$ cat src/rtl/instr_fetch.sv
// Instruction fetch unit: owns the PC, reads the synchronous instruction RAM
// and hands one instruction at a time to the decoder over valid/ready.
module instr_fetch #(
   parameter int unsigned            ADDR_W   = 16,
   parameter logic [ADDR_W-1:0]      RESET_PC = '0
) (
   input  logic              clk,
   input  logic              reset,
   output logic [ADDR_W-1:0] mem_addr,
   output logic              mem_rd_en,
   input  logic [15:0]       mem_rdata,
   output logic [15:0]       instr,
   output logic [ADDR_W-1:0] instr_pc,
   output logic              instr_valid,
   input  logic              instr_ready,
   input  logic              pc_load,
   input  logic [ADDR_W-1:0] pc_target,
   input  logic              halt,
   output logic [15:0]       fetch_count
);

   typedef enum logic [1:0] {
      S_RST  = 2'd0,
      S_REQ  = 2'd1,
      S_WAIT = 2'd2,
      S_HOLD = 2'd3
   } state_t;

   state_t            state, state_nxt;
   logic [ADDR_W-1:0] pc, pc_nxt;
   logic [ADDR_W-1:0] instr_pc_nxt;
   logic [15:0]       instr_nxt, fetch_count_nxt;
   logic              rd_en_nxt, valid_nxt;
   logic              redirect;

   // Redirect is ignored only while coming out of reset.
   assign redirect = pc_load && (state != S_RST);
   assign mem_addr = pc;

   always_ff @(posedge clk) begin
      if (!reset) begin
         state       <= S_RST;
         pc          <= RESET_PC;
         mem_rd_en   <= 1'b0;
         instr       <= '0;
         instr_pc    <= '0;
         instr_valid <= 1'b0;
         fetch_count <= '0;
      end else begin
         state       <= state_nxt;
         pc          <= pc_nxt;
         mem_rd_en   <= rd_en_nxt;
         instr       <= instr_nxt;
         instr_pc    <= instr_pc_nxt;
         instr_valid <= valid_nxt;
         fetch_count <= fetch_count_nxt;
      end
   end

   always_comb begin
      state_nxt = state;
      unique case (state)
         S_RST:  state_nxt = S_REQ;
         S_REQ:  if (!halt) state_nxt = S_WAIT;
         S_WAIT: state_nxt = S_HOLD;
         S_HOLD: if (instr_ready) state_nxt = S_REQ;
         default: state_nxt = S_RST;
      endcase
      if (redirect) state_nxt = S_REQ;
   end

   always_comb begin
      pc_nxt          = pc;
      rd_en_nxt       = 1'b0;
      instr_nxt       = instr;
      instr_pc_nxt    = instr_pc;
      valid_nxt       = instr_valid;
      fetch_count_nxt = fetch_count;
      if (redirect) begin
         // In-flight read data is simply never captured.
         pc_nxt    = pc_target;
         valid_nxt = 1'b0;
      end else begin
         unique case (state)
            S_REQ:  rd_en_nxt = !halt;
            S_WAIT: begin
               instr_nxt    = mem_rdata;
               instr_pc_nxt = pc;
               valid_nxt    = 1'b1;
               pc_nxt       = pc + ADDR_W'(1);
            end
            S_HOLD: if (instr_ready) begin
               valid_nxt       = 1'b0;
               fetch_count_nxt = fetch_count + 16'd1;
            end
            default: ;
         endcase
      end
   end

endmodule

$ cat config.mk
export PLATFORM = sky130hd
export DESIGN_NAME = instr_fetch
export DESIGN_NICKNAME = d
export VERILOG_FILES = /design/src/rtl/instr_fetch.sv
export SDC_FILE = /design/constraint.sdc
export NUM_CORES = 1
export LEC_CHECK = 0
export ABC_AREA = 1
export CORE_MARGIN = 2
export CORE_UTILIZATION = 36
export DETAILED_ROUTE_END_ITERATION = 10
export GPL_TIMING_DRIVEN = 0
export SYNTH_ARGS = -nofsm -noshare
export SYNTH_HDL_FRONTEND = slang
export SYNTH_SLANG_ARGS = --single-unit
$ cat constraint.sdc
create_clock -name clk -period 2.1 [get_ports clk]
set_input_delay 0.21 -clock clk [delete_from_list [all_inputs] [get_ports clk]]
set_output_delay 0.21 -clock clk [all_outputs]
set_load 0.02 [all_outputs]
==> metrics <==
row count=34; Post-synth EDFFs=0; setup ws final=roughly 0.29 ns; CTS root buf=clkbuf_8; Worst Setup End Kind=flip-flop; Tmin final=1.81 ns; I/O pin total=103; hold_buf cts=0; max_slew headroom=0.562; final number of hold-violating endpoints=0; final clock skew=0.00765 ns; syn_nets=between 500 and 600; CTS H-tree depth=3; Cell variety after synth=29; vias in the first global route=between 3000 and 4000; Yosys reg bits=68; initial antenna violation count=0; Clock Path Buffers=2; Area contributors post-synth=dfxtp_1, nand2_1, nor2_1; Slew @ Worst Pin=between 0.6 and 0.7 ns; vias=3449; synthesized area=~3200 sq um; final instance area=4580 sq um; first-pass GRT wire length=16.0 mm; Power Dens Cells=770 nW/um^2; clk_lat worst skew=0.34 ns; Avg Vias per Cell=4.92; Die Wd=98.9 um; layout cell share with drive strength beyond 1=0.0658; # port buffers=roughly 100; fillers=872; Lkg Pwr=0.00176 uW; Crit Path Class=reg2reg; Final Max Tran Viols=0; max cap viols=0; Sum Neg Setup Slack=0 ns; Mapped Cells=475; Total GRT Usage=0.204; die area=9770 sq um; Synth Warn #=0; DR DRC count=0; DP Worst Slack=around 0.24 ns; routability cong.=0.821; final wirelength=9.61 mm; drt initial violations=around 110; Worst Path Max Fanout=10; WL per Instance=13.7 um; Final setup viols=0; leading area contributor after synthesis=dfxtp_1; P&R area growth vs syn=41.5%; clock net sink count=68; GRT overflow=0; CTS tree=built; Initial Util=0.371; crit share post-route=0.864; post_cts resized=0; critical path required time=between 2 and 2.5 ns; TritonCTS buffer count=9; setup bufs post-CTS=0; Async SR Flop Fraction=0; post-route ant nets=0; core area=around 8700 sq um; most instantiated cells after synthesis=nand2_1, nor2_1, dfxtp_1; outcome=finished clean; Placed Area=4400 sq um; Clock transition at path regs=0.07 ns; Die H=98.9 um; min-delay worst type=in2reg; RSZ-0062 raised after global routing=no; Startpoint Class=flip-flop; antenna cells=0; drt pass-1 iters=4; share of the yosys chip area belonging to registers=0.420; largest net degree at the start of global routing=12; Final #Nets=631; Main synth FF type=dfxtp_1; Arrival @ worst endpoint=2.09 ns; top cell type's share of synthesized area=0.420; Max rail drop VDD=328 uV; HPWL Detailed=a little over 7 mm; max frequency=551 MHz; Synth Area per Inst=around 6.8 sq um
-- layout by cell type, fill, tap and decap left out, drive strengths merged, types with 10 or more instances in the layout --
cell	Yosys	routed
nand3	28	28
inv	43	43
nor2	97	97
buf	10	10
a21oi	39	39
o21ai	58	58
nand2	96	96
clkdlybuf4s50	0	102
dfxtp	68	68
clkbuf	8	21
-- critical path: stages, from the launching register on --
cell and delay, ns:
dfxtp_1 0.45, inv_1 0.11, ha_1 0.21, inv_1 0.06, nand2_2 0.08, nand2_1 0.22, clkbuf_1 0.33, o21ai_0 0.15
nor2_1 0.13
-- cells by family after synthesis --
family | synth area share
adders and majority gates | 0.0232
AOI/OAI and AO/OA | 0.165
DFF | 0.420
and+or+nand+nor | 0.314
buffers and inverters | 0.0780
-- metrics by stage --
| step | hold WS, ns | total power, uW | utilization | std cells |
|---|---|---|---|---|
| detailed placement | 0.455 | 2530 | 0.504 | 685 |
| finish | 0.460 | 3530 | 0.526 | 701 |
| floorplan | 0.287 | 2080 | - | 475 |
| global route | 0.459 | 3730 | 0.526 | 701 |
| global placement | 0.455 | 2520 | 0.504 | 685 |
| CTS | 0.450 | 3560 | 0.526 | 701 |
-- area by class of cell --
type                    count  area [sq um]  share of cell area
plain buffers              18          87.6              0.0191
clock buffers              13           169              0.0368
clock inverters             3          20.0             0.00437
inverters                  44           165              0.0360
multi-input cells         345          1630               0.355
flip-flops and latches     68          1360               0.297
well taps                 108           135              0.0295
repair buffers            102          1020               0.223
-- sequential cells by signal (all words and copies together) (netlist names) --
register,flops
fetch_count,16
instr,16
instr_pc,16
mem_addr,16
state,2
instr_valid,1
mem_rd_en,1
-- power by group --
group	internal (uW)	total (uW)	switching (uW)
Combinational	426	972	546
Sequential	1420	1530	109
Clock	525	1030	506
Total	2370	3530	1160
-- metal layers --
metal,vias to the layer above,global-route usage,wire (um)
li1,1774,-,-
met1,1545,0.275,4460
met2,114,0.322,4270
met3,16,0.0333,699
met4,0,0.0875,178
met5,-,0,0
-- path summary, 6_finish.rpt --
kind	from	end	slack [ns]	cells past startpoint
worst min register to register	instr_valid	instr_valid	0.46	2
worst max-delay path	state[0]	instr[3]	0.29	8
worst max register to register	state[0]	instr[3]	0.29	8
worst min-delay path	halt	mem_rd_en	0.46	2
Note: power is estimated with default switching activity, not from simulation.
